**config.mk**
```make
export PLATFORM = sky130hd
export DESIGN_NAME = ram_write_port_arbiter
export DESIGN_NICKNAME = d
export VERILOG_FILES = /design/src/rtl/ram_write_port_arbiter.sv
export SDC_FILE = /design/constraint.sdc
export NUM_CORES = 1
export LEC_CHECK = 0
export BUFFER_PORTS_ARGS = -buffer_cell sky130_fd_sc_hd__buf_4
export CAP_MARGIN = 30
export CORE_MARGIN = 2
export CORE_UTILIZATION = 45
export DETAILED_ROUTE_END_ITERATION = 16
export PLACE_DENSITY_LB_ADDON = 0.08
export SLEW_MARGIN = 5
export SYNTH_ARGS = -nofsm -noshare
export SYNTH_HDL_FRONTEND = slang
export SYNTH_SLANG_ARGS = --single-unit
```
**constraint.sdc**
```tcl
create_clock -name Clock -period 5 [get_ports Clock]
set_input_delay 0.5 -clock Clock [delete_from_list [all_inputs] [get_ports Clock]]
set_output_delay 0.5 -clock Clock [all_outputs]
set_load 0.005 [all_outputs]
```
**src/rtl/ram_write_port_arbiter.sv**
```systemverilog
// ============================================================================
//  Module      : ram_write_port_arbiter
//  Description : Round-robin owner of the register RAM write port. After reset
//                or a clear request it writes zero to every RAM word, then
//                grants requesters one write per cycle. The winning write is
//                registered onto the RAM write-port pins.
//  Revision    : 1.0 - initial release
// ============================================================================
`default_nettype none

module ram_write_port_arbiter #(
    parameter int DATA_WIDTH = 16,
    parameter int ADDR_WIDTH = 8,
    parameter int MEM_SIZE   = 8,
    parameter int NUM_REQ    = 4
) (
    input  logic                             Clock,
    input  logic                             Reset,
    input  logic [NUM_REQ-1:0]               iReqValid,
    input  logic [NUM_REQ*ADDR_WIDTH-1:0]    iReqAddress,
    input  logic [NUM_REQ*DATA_WIDTH-1:0]    iReqData,
    output logic [NUM_REQ-1:0]               oReqReady,
    input  logic                             iClearStart,
    output logic                             oWriteEnable,
    output logic [ADDR_WIDTH-1:0]            oWriteAddress,
    output logic [DATA_WIDTH-1:0]            oWriteData,
    output logic                             oInitDone,
    output logic                             oAddrError
);

    localparam int                    c_ptr_w     = (NUM_REQ > 1) ? $clog2(NUM_REQ) : 1;
    localparam logic [ADDR_WIDTH-1:0] c_last_addr = ADDR_WIDTH'(MEM_SIZE - 1);
    localparam logic [c_ptr_w-1:0]    c_last_req  = c_ptr_w'(NUM_REQ - 1);
    localparam logic [ADDR_WIDTH:0]   c_mem_size  = (ADDR_WIDTH+1)'(MEM_SIZE);

    typedef enum logic [0:0] {
        S_CLEAR = 1'b0,
        S_RUN   = 1'b1
    } state_t;

    state_t                  r_state;
    state_t                  w_next_state;
    logic [ADDR_WIDTH-1:0]   r_clear_cnt;
    logic [c_ptr_w-1:0]      r_ptr;
    logic                    r_we;
    logic [ADDR_WIDTH-1:0]   r_addr;
    logic [DATA_WIDTH-1:0]   r_data;
    logic                    r_init_done;
    logic                    r_addr_err;

    logic [c_ptr_w-1:0]      w_win;
    logic [c_ptr_w-1:0]      w_cand;
    logic                    w_any;
    logic                    w_grant_en;
    logic [ADDR_WIDTH-1:0]   w_sel_addr;
    logic [DATA_WIDTH-1:0]   w_sel_data;
    logic                    w_in_range;
    logic [c_ptr_w-1:0]      w_ptr_next;

    // Round-robin search: first valid requester at or after the pointer, wrapping.
    always_comb begin
        w_win  = '0;
        w_cand = '0;
        w_any  = 1'b0;
        for (int i = 0; i < NUM_REQ; i++) begin
            w_cand = c_ptr_w'((int'(r_ptr) + i) % NUM_REQ);
            if (!w_any && iReqValid[w_cand]) begin
                w_any = 1'b1;
                w_win = w_cand;
            end
        end
    end

    // A grant is only issued in RUN, and never in the cycle a clear is requested.
    assign w_grant_en = (r_state == S_RUN) && !iClearStart && w_any;
    assign w_ptr_next = (w_win == c_last_req) ? '0 : w_win + 1'b1;

    // One-hot ready to the winner, plus a mux of the winner's address and data.
    always_comb begin
        oReqReady  = '0;
        w_sel_addr = '0;
        w_sel_data = '0;
        for (int k = 0; k < NUM_REQ; k++) begin
            if (c_ptr_w'(k) == w_win) begin
                w_sel_addr = iReqAddress[k*ADDR_WIDTH +: ADDR_WIDTH];
                w_sel_data = iReqData[k*DATA_WIDTH +: DATA_WIDTH];
            end
        end
        if (w_grant_en) begin
            oReqReady[w_win] = 1'b1;
        end
    end

    // Out-of-range addresses still complete the handshake but are not written.
    assign w_in_range = ({1'b0, w_sel_addr} < c_mem_size);

    // State register.
    always_ff @(posedge Clock or negedge Reset) begin
        if (!Reset) begin
            r_state <= S_CLEAR;
        end else begin
            r_state <= w_next_state;
        end
    end

    // Next state: CLEAR ends on the edge issuing the last word; RUN leaves on a clear request.
    always_comb begin
        w_next_state = r_state;
        case (r_state)
            S_CLEAR: if (r_clear_cnt == c_last_addr) w_next_state = S_RUN;
            S_RUN:   if (iClearStart)                w_next_state = S_CLEAR;
            default: w_next_state = S_CLEAR;
        endcase
    end

    // Clear counter, arbitration pointer and the registered RAM write port.
    always_ff @(posedge Clock or negedge Reset) begin
        if (!Reset) begin
            r_clear_cnt <= '0;
            r_ptr       <= '0;
            r_we        <= 1'b0;
            r_addr      <= '0;
            r_data      <= '0;
            r_init_done <= 1'b0;
            r_addr_err  <= 1'b0;
        end else begin
            r_init_done <= (w_next_state == S_RUN);
            r_addr_err  <= 1'b0;
            r_we        <= 1'b0;
            if (r_state == S_CLEAR) begin
                r_we        <= 1'b1;
                r_addr      <= r_clear_cnt;
                r_data      <= '0;
                r_clear_cnt <= r_clear_cnt + 1'b1;
            end else if (iClearStart) begin
                r_clear_cnt <= '0;
            end else if (w_grant_en) begin
                r_ptr <= w_ptr_next;
                if (w_in_range) begin
                    r_we   <= 1'b1;
                    r_addr <= w_sel_addr;
                    r_data <= w_sel_data;
                end else begin
                    r_addr_err <= 1'b1;
                end
            end
        end
    end

    assign oWriteEnable  = r_we;
    assign oWriteAddress = r_addr;
    assign oWriteData    = r_data;
    assign oInitDone     = r_init_done;
    assign oAddrError    = r_addr_err;

endmodule

`default_nettype wire

```
Word level (Yosys, flattened, before mapping)

Index checks and enable logic that the tools add are counted.
W data, S select, Z words.

Flip-flop bits (word level): 37
Bits of input ports: 103
Output and inout bits: 31
Word-level logic and storage cells: 92

Add/subtract/negate cells: 5
Order comparisons: 7
Equality and inequality tests: 9
Multiplexer cells: 49
Bitwise gates (word level): 2
Reductions and logical operators: 13

Operators with widths:

| cell                  | number |
|---|---|
| $mux W16              | 8 |
| $mux W8               | 10 |
| $mux W1               | 19 |
| $lt A2 B3 Y1 const B  | 5 |
| $mux W2               | 5 |
| $add A8 B1 Y8 const B | 1 |
| $bmux W1 S2           | 4 |
| $eq A8 B3 Y1 const B  | 1 |
| $lt A8 B4 Y1 const B  | 1 |
| $logic_and A1 B1 Y1   | 6 |
| $reduce_and A3 Y1     | 2 |
| $add A2 B1 Y2 const B | 2 |
| $add A2 B2 Y2 const B | 2 |
| $eq A2 B2 Y1 const A  | 2 |
| $logic_not A1 Y1      | 4 |
| $mux W4               | 1 |
| $ne A2 B1 Y1 const B  | 2 |
| $ne A2 B2 Y1 const B  | 2 |
| $demux W1 S2          | 1 |
| $eq A1 B2 Y1 const A  | 1 |
| $eq A2 B2 Y1 const B  | 1 |
| $ge A2 B1 Y1 const B  | 1 |
| $logic_not A2 Y1      | 1 |
| $not A1 Y1            | 2 |
| $pmux W1 S2           | 1 |

Logic depth before layout (Yosys ltp)

Word-level depth: 22
Mapped depth: 13
Gate-level depth less buffers: 10

Worst setup path after synthesis

OpenSTA, ideal clock, no wires.

Path kind: input port to flip-flop
From: in iReqValid[2]
To: reg r_addr[0] (netlist: oWriteAddress[0])
Library setup time: 0.126 ns
Arrival: 2.864 ns
Data required time: 4.874 ns
Slack: 2.010 ns
Stages on the path: 11
Path buffers: 1
Cell sequence: mux2i_1 > nor2_1 > nor3_1 > inv_1 > ha_1 > buf_6 > or2_1 > a221o_1 > a211oi_4 > nand2_2 > a311o_1

Cells in the longest elaborated chain, start to end: 21
Elaborated cells between the ends (all ways): 39
Those cells by class: order compare (1); eq/ne (5); mux (24); reduce/logical (9)

RTL lines:

| what                                                                 | RTL line | source |
|---|---|---|
| from (decl)                                                          | 19       | `input logic [NUM_REQ-1:0] iReqValid,` |
| parallel branches: the longest is 21 deep, another holds $bmux W1 S2 | n/a      |  |
| to (signal assigned)                                                 | 132      | `r_addr <= r_clear_cnt;` |
| to (signal assigned)                                                 | 141      | `r_addr <= w_sel_addr;` |
| to (decl)                                                            | 46       | `logic [ADDR_WIDTH-1:0] r_addr;` |

Several ways; the timed one is not identified. The select of a mux whose other input is x is not followed.
A chain may end at the register's enable or synchronous reset.

Worst setup path in the final report

From: reg r_ptr[1]
To: reg r_addr[1] (netlist: oWriteAddress[1])

Cells in the longest elaborated chain, start to end: 21
Elaborated cells between the ends (all ways): 42
Those cells by class: add/sub (3); order compare (1); eq/ne (5); mux (24); reduce/logical (9)

RTL lines:

| what                                                                   | RTL line | source |
|---|---|---|
| from (decl)                                                            | 44       | `logic [c_ptr_w-1:0] r_ptr;` |
| from (signal assigned)                                                 | 138      | `r_ptr <= w_ptr_next;` |
| parallel branches: the longest is 21 deep, another holds $add A2 B1 Y2 | n/a      |  |

Several ways; the timed one is not identified. The select of a mux whose other input is x is not followed.

==> flow_metrics.env <==
export IMPL_yosysTopAreaCell="dfrtp_1"
export IMPL_p_leak_nw=1.62
export IMPL_worst_slack_ps=1300
export IMPL_cts_buffer_depth=2
export IMPL_async_flop_share_pct=100
export IMPL_grt_max_degree=46
export IMPL_core_area_sq_um=5440
export IMPL_worst_path_buf_inv=2
export IMPL_slew_viol_final=0
export IMPL_wirelength_microns=7620
export IMPL_finalNonFillerCells=469
export IMPL_hold_ws_ps=166
export IMPL_layout_common_cells="buf_4 (138), a21oi_1 (41), dfrtp_1 (37)"
export IMPL_setup_tns_ps=0
export IMPL_critical_path_top_delay_family="compound AO/OA/AOI/OAI gates"
export IMPL_rsz0062_at_grt="no"
export IMPL_cts_max_level=2
export IMPL_setup_viol=0
export IMPL_hold_violations=0
export IMPL_drive_gt1_share_pct=40.1
export IMPL_ant_nets=0
export IMPL_area_growth_pct=43.4
export IMPL_die_x_microns=78.5
export IMPL_fin_nets=504
export IMPL_pwr_density_cell_nw_per_um2=276
export IMPL_start_kind="flop"
export IMPL_worst_slew_pin_slew_ps=861
export IMPL_cts_buffers=5
export IMPL_postCtsSetupBuffers=0
export IMPL_max_cap_violations=0
export IMPL_ys_top_cells_by_area="dfrtp_1 (37%), a21oi_1 (8.2%), a221oi_1 (6.7%)"
export IMPL_fin_crit_sh_pct=74.0
export IMPL_grt_pass1_wl_microns=12000
export IMPL_rows=27
export IMPL_dp_cells=461
export IMPL_cpMaxStageDelayCell="a211oi_4"
export IMPL_drc=0
export IMPL_drt_initial_drc_count=171
export IMPL_syn_cell_area_sq_um=2500
export IMPL_finalPower_mw=0.988
export IMPL_r2r_start="r_ptr[1]$_DFFE_PN0P_"
export IMPL_pre_cts_slack_ps=1150
export IMPL_vias=2718
export IMPL_yosysWarningCount=0
export IMPL_clkTransAtPathRegs_ps=70
export IMPL_synth_edf_count=0
export IMPL_diodes=0
export IMPL_dr_pass1_iters=5
export IMPL_overflow=0
export IMPL_crit_start="r_ptr[1]$_DFFE_PN0P_"
export IMPL_worstPathArrival_ps=3860
export IMPL_max_clock_freq_mhz=270
export IMPL_clkSinkCount=37
export IMPL_gp_congestion=0.781
export IMPL_synthCells=278
export IMPL_mostFrequentLayoutCell="buf_4"
export IMPL_ctsResizeCount=0
export IMPL_grt_usage_pct=24.3
export IMPL_worst_ep_required_time_ps=5160
export IMPL_synth_nets=386
export IMPL_place_hpwl_microns=5730
export IMPL_min_period_ps=3700
export IMPL_worstSetupEndpointType="flop"
export IMPL_crit_fanout=45
export IMPL_synth_top_area_share_pct=37.1
export IMPL_ys_flop_type="dfrtp_1"
export IMPL_syn_avg_cell_area_sq_um=8.98
export IMPL_drt_vias_per_instance=5.80
export IMPL_ctsRootBufferMaster="clkbuf_8"
export IMPL_ir_worst_vdd_mv=0.217
export IMPL_fin_skew_ps=4.83
export IMPL_die_area_sq_um=6160
export IMPL_status="completed"
export IMPL_start_util_pct=45.9
export IMPL_hp_class="in2async"
export IMPL_antenna_found_initial=0
export IMPL_cts_tree="built"
export IMPL_wl_per_cell_microns=16.2
export IMPL_boundaryPins=134
export IMPL_synth_cell_types=44
export IMPL_port_buffers=133
export IMPL_die_h_microns=78.5
export IMPL_worstSkewPairLatency_ps=280
export IMPL_first_global_vias=2500
export IMPL_crit_type="reg2reg"
export IMPL_ys_seq_area_share_pct=37.1
export IMPL_ys_ff_latch=37
export IMPL_holdBufCountCts=0
export IMPL_critical_path_max_stage_delay_ps=660
export IMPL_slew_headroom_pct=42.6
export IMPL_crit_chain="mux2i_1, nor2_1, nor3_1, inv_1, ha_1, buf_4, or2_1, a221o_1, a211oi_4, nand2_2, a311o_1"
through the flow:
| stage | utilization [%] | instance area [sq um] |
|---|---|---|
| 6_report | 65.8 | 3580 |
| 5_1_grt | 65.8 | 3580 |
| 4_1_cts | 65.8 | 3580 |
| 3_5_place_dp | 64.3 | 3500 |
| 3_3_place_gp | 64.3 | 3500 |
| 2_1_floorplan | - | 2500 |
layout make-up:
| type | instances | area (sq um) |
|---|---|---|
| sequential | 37 | 926 |
| multi-input combinational | 204 | 1410 |
| timing repair buffer | 138 | 1040 |
| inverter | 10 | 37.5 |
| clock buffer | 8 | 80.1 |
| fill | 494 | 1860 |
| tap | 72 | 90.1 |
cells by family after synthesis:
group                      after synthesis  synth area share, %
AOI/OAI and AO/OA                      110                 33.5
xor gates and xnor gates                 4                 1.40
adders and majority gates                5                 2.51
buffers and inverters                   37                 6.57
DFF                                     37                 37.1
muxes                                    4                 1.65
and+or+nand+nor                         81                 17.3
sequential cells by signal, summed over array words and instances (netlist names):
register	flops
oAddrError	1
oInitDone	1
oWriteAddress	8
oWriteData	16
oWriteEnable	1
r_clear_cnt	8
r_ptr	2
power by group:
part / internal (mW) / switching, mW
Sequential: 0.320 / 0.0271
Combinational: 0.204 / 0.241
Clock: 0.0990 / 0.0977
Total: 0.623 / 0.366
path summary, 6_finish.rpt:
path / slack, ps / cells past startpoint / to
hold / removal: 170 / 1 / oWriteData[12]$_DFFE_PN0P_
max in group asynchronous: 4490 / 1 / r_clear_cnt[2]$_DFFE_PN0N_
setup / recovery: 1300 / 11 / oWriteAddress[1]$_DFFE_PN0P_
setup reg to reg: 1300 / 11 / oWriteAddress[1]$_DFFE_PN0P_
hold reg to reg: 510 / 1 / r_clear_cnt[7]$_DFFE_PN0N_
min in group Clock: 510 / 1 / r_clear_cnt[7]$_DFFE_PN0N_
worst register-to-register path: stages, from the launching register on:
cell and delay [ps]:
dfrtp_1 440, mux2i_1 210, nor2_1 50, nor3_1 420, inv_1 130, ha_1 220
buf_4 240, or2_1 300, a221o_1 340, a211oi_4 660, nand2_2 190, a311o_1 390
synthesized netlist by cell type (2+ instances only):
master and count:
a211oi_1 7, a211oi_2 10, a21oi_1 41, a221o_1 5
a221oi_1 19, a22oi_1 4, a311o_1 3, and2_1 3
buf_1 2, buf_2 8, buf_6 2, clkbuf_1 15
dfrtp_1 37, ha_1 5, inv_1 10, mux2i_1 3
nand2_1 15, nand2b_1 2, nand3_1 4, nand3b_1 2
nor2_1 4, nor2b_1 22, nor3_1 22, nor3b_1 2
nor4_1 2, o21ai_0 5, o22a_1 2, o2bb2ai_1 4
xor2_1 3
per-layer routing:
layer  wire (microns)  track usage (%)  vias to the layer above
li1                 -                -                     1298
met1             2920             29.9                     1307
met2             3960             43.0                      102
met3              643             5.98                       11
met4               91             5.61                        0
met5                0                0                        -
No activity file was read; power rests on OpenSTA's default activity.
